### config.mk
export PLATFORM = sky130hd
export DESIGN_NAME = vga_sync_module
export DESIGN_NICKNAME = d
export VERILOG_FILES = /design/src/rtl/vga_timing_pkg.sv /design/src/rtl/vga_axis_counter.sv /design/src/rtl/vga_sync_module.sv
export SDC_FILE = /design/constraint.sdc
export NUM_CORES = 1
export LEC_CHECK = 0
export ABC_AREA = 1
export BUFFER_PORTS_ARGS = -buffer_cell sky130_fd_sc_hd__buf_2
export CAP_MARGIN = 30
export CORE_MARGIN = 2
export CORE_UTILIZATION = 35
export DETAILED_ROUTE_END_ITERATION = 12
export PLACE_DENSITY = 0.6
export SYNTH_ARGS = -nofsm -noshare
export SYNTH_HDL_FRONTEND = slang
export SYNTH_SLANG_ARGS = --single-unit
### constraint.sdc
create_clock -name CLK -period 2.76 [get_ports CLK]
set_input_delay 0.414 -clock CLK [delete_from_list [all_inputs] [get_ports CLK]]
set_output_delay 0.414 -clock CLK [all_outputs]
set_load 0.01 [all_outputs]
### src/rtl/vga_timing_pkg.sv
// Shared VGA timing constants: default 800x600@60 (40 MHz pixel clock) and the coordinate width.
// Also holds a small helper that sums the four regions of one axis into its total period.
package vga_timing_pkg;

  localparam int COORD_W     = 11;
  localparam int FRAME_CNT_W = 16;

  localparam int DEF_H_SYNC   = 128;
  localparam int DEF_H_BACK   = 88;
  localparam int DEF_H_ACTIVE = 800;
  localparam int DEF_H_FRONT  = 40;

  localparam int DEF_V_SYNC   = 4;
  localparam int DEF_V_BACK   = 23;
  localparam int DEF_V_ACTIVE = 600;
  localparam int DEF_V_FRONT  = 1;

  localparam bit DEF_SYNC_POL = 1'b1;

  function automatic int axis_total(input int sync_w, input int back_w,
                                    input int active_w, input int front_w);
    return sync_w + back_w + active_w + front_w;
  endfunction

  localparam int DEF_H_TOTAL = axis_total(DEF_H_SYNC, DEF_H_BACK, DEF_H_ACTIVE, DEF_H_FRONT);
  localparam int DEF_V_TOTAL = axis_total(DEF_V_SYNC, DEF_V_BACK, DEF_V_ACTIVE, DEF_V_FRONT);

endpackage

### src/rtl/vga_axis_counter.sv
// Wrapping 0..TOTAL-1 counter for one display axis, with enable and terminal-count flag.
// The next-state value is exported so the owner can register outputs on the same edge.
module vga_axis_counter
  import vga_timing_pkg::*;
#(
  parameter int TOTAL = DEF_H_TOTAL,
  parameter int W     = COORD_W
) (
  input  logic         i_clk,
  input  logic         i_rst,
  input  logic         i_en,
  output logic [W-1:0] o_cnt_next,
  output logic         o_tc
);

  localparam logic [W-1:0] L_LAST = W'(TOTAL - 1);

  logic [W-1:0] r_cnt;

  assign o_tc = (r_cnt == L_LAST);

  always_comb begin
    o_cnt_next = r_cnt;
    if (i_en) begin
      o_cnt_next = o_tc ? '0 : r_cnt + 1'b1;
    end
  end

  always_ff @(posedge i_clk) begin
    if (i_rst) begin
      r_cnt <= '0;
    end else begin
      r_cnt <= o_cnt_next;
    end
  end

endmodule

### src/rtl/vga_sync_module.sv
// VGA timing generator: sync pulses, active-window strobe and pixel coordinates, all registered.
// Optional VGA_FRAME_CNT_EN adds a 16-bit free-running frame counter output.
module vga_sync_module
  import vga_timing_pkg::*;
#(
  parameter int H_SYNC   = DEF_H_SYNC,
  parameter int H_BACK   = DEF_H_BACK,
  parameter int H_ACTIVE = DEF_H_ACTIVE,
  parameter int H_FRONT  = DEF_H_FRONT,
  parameter int V_SYNC   = DEF_V_SYNC,
  parameter int V_BACK   = DEF_V_BACK,
  parameter int V_ACTIVE = DEF_V_ACTIVE,
  parameter int V_FRONT  = DEF_V_FRONT,
  parameter bit SYNC_POL = DEF_SYNC_POL
) (
  input  logic               CLK,
  input  logic               RST,
  output logic               HSYNC_Sig,
  output logic               VSYNC_Sig,
  output logic               Ready_Sig,
  output logic [COORD_W-1:0] Column_Addr_Sig,
  output logic [COORD_W-1:0] Row_Addr_Sig,
  output logic               Frame_Start_Sig
`ifdef VGA_FRAME_CNT_EN
  ,
  output logic [FRAME_CNT_W-1:0] Frame_Cnt_Sig
`endif
);

  localparam int H_TOTAL = axis_total(H_SYNC, H_BACK, H_ACTIVE, H_FRONT);
  localparam int V_TOTAL = axis_total(V_SYNC, V_BACK, V_ACTIVE, V_FRONT);

  localparam logic [COORD_W-1:0] L_H_SYNC  = COORD_W'(H_SYNC);
  localparam logic [COORD_W-1:0] L_H_START = COORD_W'(H_SYNC + H_BACK);
  localparam logic [COORD_W-1:0] L_H_END   = COORD_W'(H_SYNC + H_BACK + H_ACTIVE - 1);
  localparam logic [COORD_W-1:0] L_V_SYNC  = COORD_W'(V_SYNC);
  localparam logic [COORD_W-1:0] L_V_START = COORD_W'(V_SYNC + V_BACK);
  localparam logic [COORD_W-1:0] L_V_END   = COORD_W'(V_SYNC + V_BACK + V_ACTIVE - 1);

  logic [COORD_W-1:0] w_h_next;
  logic [COORD_W-1:0] w_v_next;
  logic               w_h_tc;
  logic               w_v_tc;
  logic               w_in_h;
  logic               w_in_v;
  logic               w_active;

  vga_axis_counter #(
    .TOTAL (H_TOTAL),
    .W     (COORD_W)
  ) u_h_cnt (
    .i_clk      (CLK),
    .i_rst      (RST),
    .i_en       (1'b1),
    .o_cnt_next (w_h_next),
    .o_tc       (w_h_tc)
  );

  // The vertical axis only steps when the current line finishes.
  vga_axis_counter #(
    .TOTAL (V_TOTAL),
    .W     (COORD_W)
  ) u_v_cnt (
    .i_clk      (CLK),
    .i_rst      (RST),
    .i_en       (w_h_tc),
    .o_cnt_next (w_v_next),
    .o_tc       (w_v_tc)
  );

  assign w_in_h   = (w_h_next >= L_H_START) && (w_h_next <= L_H_END);
  assign w_in_v   = (w_v_next >= L_V_START) && (w_v_next <= L_V_END);
  assign w_active = w_in_h && w_in_v;

  // Outputs decode the next-state counters so they line up with the counter register.
  always_ff @(posedge CLK) begin
    if (RST) begin
      HSYNC_Sig       <= SYNC_POL;
      VSYNC_Sig       <= SYNC_POL;
      Ready_Sig       <= 1'b0;
      Column_Addr_Sig <= '0;
      Row_Addr_Sig    <= '0;
      Frame_Start_Sig <= 1'b0;
    end else begin
      HSYNC_Sig       <= (w_h_next < L_H_SYNC) ? SYNC_POL : ~SYNC_POL;
      VSYNC_Sig       <= (w_v_next < L_V_SYNC) ? SYNC_POL : ~SYNC_POL;
      Ready_Sig       <= w_active;
      Column_Addr_Sig <= w_active ? (w_h_next - L_H_START) : '0;
      Row_Addr_Sig    <= w_active ? (w_v_next - L_V_START) : '0;
      Frame_Start_Sig <= (w_h_next == '0) && (w_v_next == '0);
    end
  end

`ifdef VGA_FRAME_CNT_EN
  always_ff @(posedge CLK) begin
    if (RST) begin
      Frame_Cnt_Sig <= '0;
    end else if (w_h_tc && w_v_tc) begin
      Frame_Cnt_Sig <= Frame_Cnt_Sig + 1'b1;
    end
  end
`endif

endmodule

==> results of run 1 <==
==> per-layer routing <==
| metal | vias to the layer above | wire, µm |
|---|---|---|
| met4 | 0 | 26 |
| met2 | 60 | 3120 |
| met5 | - | 0 |
| li1 | 1275 | - |
| met3 | 2 | 288 |
| met1 | 1114 | 2830 |
==> area by class of cell <==
type	count	area (µm²)	area share, %
timing repair buffer	33	180	5.88
inverter	58	218	7.10
clock inverter	3	46.3	1.51
clock buffer	5	68.8	2.25
multi-input combinational	281	1470	47.8
sequential	48	962	31.4
tap	99	124	4.04
==> kinds of logic (layout without fill, tap and decap cells) <==
family / Yosys count / in the layout / synth area share (%)
adder cells (fa/ha/maj): 8 / 8 / 3.76
AO/OA/AOI/OAI: 17 / 17 / 3.20
flip-flops: 48 / 48 / 36.1
XOR/XNOR: 15 / 15 / 4.94
buffers and inverters: 62 / 99 / 9.31
AND/OR/NAND/NOR: 241 / 241 / 42.7
==> flip-flops by register name (all words and copies together) (netlist names) <==
register / count
HSYNC_Sig: 1
u_v_cnt.r_cnt: 11
Column_Addr_Sig: 11
u_h_cnt.r_cnt: 11
Ready_Sig: 1
VSYNC_Sig: 1
Frame_Start_Sig: 1
Row_Addr_Sig: 11
==> power by group through the flow <==
stage,clock network (mW),registers (mW),logic [mW]
global route,0.575,0.701,0.0267
finish,0.534,0.700,0.0227
detailed placement,0,0.716,0.0220
CTS,0.544,0.700,0.0225
global placement,0,0.716,0.0227
floorplan,0,0.715,0.0153
==> worst max-delay path: stages, from the launching register on <==
cell and delay [ns]:
dfxtp_1 0.39, ha_1 0.20, nand2_2 0.13, nor2_8 0.18
nand3_4 0.15, nand3_2 0.15, inv_1 0.09, ha_1 0.23
inv_1 0.08, o21ai_0 0.08, nand2_1 0.06, o21ai_0 0.11
nor2_1 0.14, nand2_1 0.08, inv_2 0.09, nand2_8 0.14
nor2_1 0.13
==> stage by stage <==
step	area (µm²)	setup WS, ns
final	3060	0.246
after global routing	3060	0.0321
after CTS	3050	0.0980
after detailed placement	2930	0.133
after global placement	2930	0.189
after floorplan	2660	0.582
==> final timing paths <==
path                                     from                     endpoint  slack (ns)
hold reg to reg   u_h_cnt.r_cnt[1]$_SDFF_PP0_  u_h_cnt.r_cnt[1]$_SDFF_PP0_        0.65
setup / recovery  u_h_cnt.r_cnt[1]$_SDFF_PP0_   Row_Addr_Sig[8]$_SDFF_PP0_        0.25
hold / removal                            RST  u_h_cnt.r_cnt[1]$_SDFF_PP0_        0.41
setup reg to reg  u_h_cnt.r_cnt[1]$_SDFF_PP0_   Row_Addr_Sig[8]$_SDFF_PP0_        0.25
==> synthesized netlist by cell type (3+ instances only) <==
library cell / instances
nand2_1: 91
nand4_1: 9
nor3_1: 4
nor2_1: 67
o21ai_0: 13
inv_2: 3
inv_1: 55
ha_1: 8
dfxtp_1: 48
nand2_2: 10
nor2_2: 23
xor2_1: 13
nand3_1: 27
==> results.cfg, run 1 <==
[outcome]
status = completed

[worst_setup_path]
crit_path_max_fanout = 23
endpoint_kind = flip-flop
crit_required_ns = 3.01
r2r_cells = 16
arrival_ns = 2.76
start_kind = flip-flop
setup.worst_path.class = flip-flop to flip-flop

[logic_synthesis]
yosys-top-cells-area = dfxtp_1, nand2_1, nor2_1
syn_inst = 391
synth_area_um2 = 2660
synth_edf_count = 0
async_reset_ff_share_pct = 0
synth_flop_cell = dfxtp_1
synth_nets = 401
synth_area_leader_cell = dfxtp_1
ys_seq_elements = 48
syn_avg_cell_area_um2 = 6.80
ys_seq_area_share_pct = 36.1
yosys_warnings = 0
synth_cell_type_count = 26
synth_top_cell_area_share_pct = 36.1

[cells_and_area]
stdcell_count = 527
utilization_pct = 42.0
antennaDiodeCount = 0
area_growth_pct = 15.2
final_common_cell = nand2_1
final_nets = 437
drive_above_1_share_pct = 20.1
final_cell_mix = nand2_1, nor2_1, inv_1
fill_cells = 802

[timing]
finalCritPeriodShare_pct = 91.1
max_freq_ghz = 0.398
worst_pin_slew_ns = 0.617
rsz0062_at_grt = no
hold_slack_ns = 0.414
clock_skew_ns = 0.00406
setup_viol = 0
slew_headroom_pct = 58.5
hold_violations = 0
slew_viol_final = 0
tns_ns = 0
period_needed_ns = 2.51

[cts]
worstSkewPairLatency_ns = 0.31
cts_sinks = 48
cts_resized = 0
postCtsSetupBuffers = 0
cts_hold_buf = 0
cts.clk_slew.worst_paths_ns = 0.10
htree_levels = 2
cts_tree = built
numCtsBuffers = 5
root_buffer = clkbuf_8
clockBufferDepth = 2

[detailed_routing]
drc = 0
first_iter_violations = 104
antenna_left = 0
vias = 2451
routed_wl_um = 6260
wire_per_inst_um = 11.9
drt_pre_antenna_iters = 7
via_per_inst = 4.65

[floorplanning]
pin_count = 28
core_area_um2 = 7290
row_count = 31
die_height_um = 91.2
die_w_um = 91.2
dieArea_um2 = 8310
start_util_pct = 36.5

[place]
portBuffers = 27
dp_hpwl_um = 4730
place_inst = 519
gp_congestion = 0.881

[flow_run]
drv_cap = 0

[worst_hold_path]
min_path_cells = 2
hold_class = input pin to flip-flop

[global_route]
grt_util_all_layers_pct = 15.5
grt_pass1_vias = 2279
grt_use_met1_pct = 18.8
antenna_found_initial = 0
use_met3_pct = 2.90
gr-usage-met2_pct = 28.5
grt_max_degree = 24
grt_overflow = 0
grt_pass1_wl_um = 10500
top_usage_layer = met2

[pwr]
pwr-share-comb_pct = 1.8
p_clk_share_pct = 42.5
power.density_nw_per_um2 = 410
p_sw_share_pct = 22.3
power_leakage_nw = 1.55
total_power_mw = 1.26
internal-power_mw = 0.976
p_sw_mw = 0.281
pwr-share-seq_pct = 55.7
ir_worst_vdd_uv = 265
No activity file was read; power rests on OpenSTA's default activity.
==> inputs of run 2 (changes only) <==
--- a/config.mk
+++ b/config.mk
@@ -12,6 +12,7 @@
 export CORE_UTILIZATION = 35
 export DETAILED_ROUTE_END_ITERATION = 12
 export PLACE_DENSITY = 0.6
+export REMOVE_ABC_BUFFERS = 1
 export SYNTH_ARGS = -nofsm -noshare
 export SYNTH_HDL_FRONTEND = slang
 export SYNTH_SLANG_ARGS = --single-unit
==> run 2 against run 1 <==
- clock-buffer cell count is 1 higher
- sequential share of layout area increased by 0.36 points
- utilization down 0.48 points
- critical path type unchanged
- critical endpoint is now Column_Addr_Sig[5]$_SDFF_PP0_
- highest routed layer unchanged
==> results.cfg, run 2 (synthesis results as in run 1) <==
[global_route]
grt_util_all_layers_pct = 15.0
grt_pass1_vias = 2245
grt_overflow = 0
grt_max_degree = 24
grt_pass1_wl_um = 10200
antenna_found_initial = 0

[worst_setup_path]
cpPeakStageDelay_ns = 0.40
endpoint_kind = flip-flop
crit_family = simple AND/OR/NAND/NOR gates
arrival_ns = 2.74
crit_slowest_cell = dfxtp_1
cp.depth = 16
path_cells = ha_1 -> nand2_2 -> nor2_8 -> nand3_4 -> nand3_2 -> inv_1 -> ha_1 -> inv_1 -> o21ai_1 -> nand2_1 -> o21ai_0 -> nor2_1 -> nand2_1 -> inv_2 -> nand2_8 -> nor2_1
crit_required_ns = 2.99
start_kind = flip-flop
r2r_cells = 16
crit_path_max_fanout = 23
setup.worst_path.class = flip-flop to flip-flop
cp_num_buf_inv = 3

[timing]
slew_headroom_pct = 67.3
slew_viol_final = 0
period_needed_ns = 2.51
max_freq_ghz = 0.398
hold_slack_ns = 0.547
setup_viol = 0
setup_ws_ns = 0.249
hold_violations = 0
tns_ns = 0
clock_skew_ns = 0.0109
worst_pin_slew_ns = 0.491
finalCritPeriodShare_pct = 91.0

[detailed_routing]
wl_met2_um = 2560
vias = 2352
highest_layer = met4
routed_wl_um = 5870
met1_length_um = 3010
antenna_left = 0
drt_pre_antenna_iters = 4
first_iter_violations = 111
wl_met3_um = 206
drc = 0
wire_per_inst_um = 11.2
via_per_inst = 4.50

[cells_and_area]
final_nets = 433
drive_above_1_share_pct = 19.3
area_growth_pct = 13.9
utilization_pct = 41.5
final_common_cell = nand2_1
fin_area_um2 = 3030
antennaDiodeCount = 0
final_cell_mix = nand2_1, nor2_1, inv_1
stdcell_count = 523

[cts]
cts_tree = built
root_buffer = clkbuf_8
htree_levels = 2
cts.clk_slew.worst_paths_ns = 0.09
numCtsBuffers = 5
worstSkewPairLatency_ns = 0.30
cts_sinks = 48
clockBufferDepth = 2
postCtsSetupBuffers = 0

[floorplanning]
start_util_pct = 36.5
die_w_um = 91.2
pin_count = 28
die_height_um = 91.2
core_area_um2 = 7290
dieArea_um2 = 8310
row_count = 31

[pwr]
power_leakage_nw = 1.53
power.density_nw_per_um2 = 404
ir_worst_vdd_uv = 190
total_power_mw = 1.22

[flow_run]
drv_cap = 0

[place]
gp_congestion = 0.865
portBuffers = 27
place_inst = 515
place_ws_ns = 0.0146
dpl_cell_area_um2 = 2900
dp_hpwl_um = 4440

[worst_hold_path]
hold_class = input pin to flip-flop
min_path_cells = 2

[outcome]
status = completed
==> run 2: final cells by class <==
type | count | area (µm²)
clock buffer | 6 | 72.6
clock inverter | 2 | 35.0
fill | 809 | 4260
inverter | 58 | 218
multi-input combinational | 281 | 1470
sequential | 48 | 962
tap | 99 | 124
timing repair buffer | 29 | 150
==> run 2: worst paths after layout <==
path                          startpoint                            end  slack, ns
max          u_h_cnt.r_cnt[1]$_SDFF_PP0_  Column_Addr_Sig[5]$_SDFF_PP0_       0.25
min                                  RST    u_h_cnt.r_cnt[1]$_SDFF_PP0_       0.55
max reg2reg  u_h_cnt.r_cnt[1]$_SDFF_PP0_  Column_Addr_Sig[5]$_SDFF_PP0_       0.25
min reg2reg  u_h_cnt.r_cnt[0]$_SDFF_PP0_    u_h_cnt.r_cnt[0]$_SDFF_PP0_       0.66
==> run 2: power by group <==
group | total (mW) | internal, mW | leakage [nW] | switching, mW
combinational | 0.0213 | 0.00607 | 1.09 | 0.0153
sequential | 0.700 | 0.696 | 0.387 | 0.00462
clock | 0.502 | 0.269 | 0.0552 | 0.233
==> run 2: repair_timing <==
action	CTS	global route
setup endpoints to repair	3	23
hold buffers	0	0
resized for setup	1	4
==> run 2: routing by layer <==
metal / up-vias / track usage [%]
met5: - / 0
met4: 0 / 4.80
met3: 10 / 3.65
met2: 39 / 23.5
met1: 1035 / 20.3
li1: 1268 / -
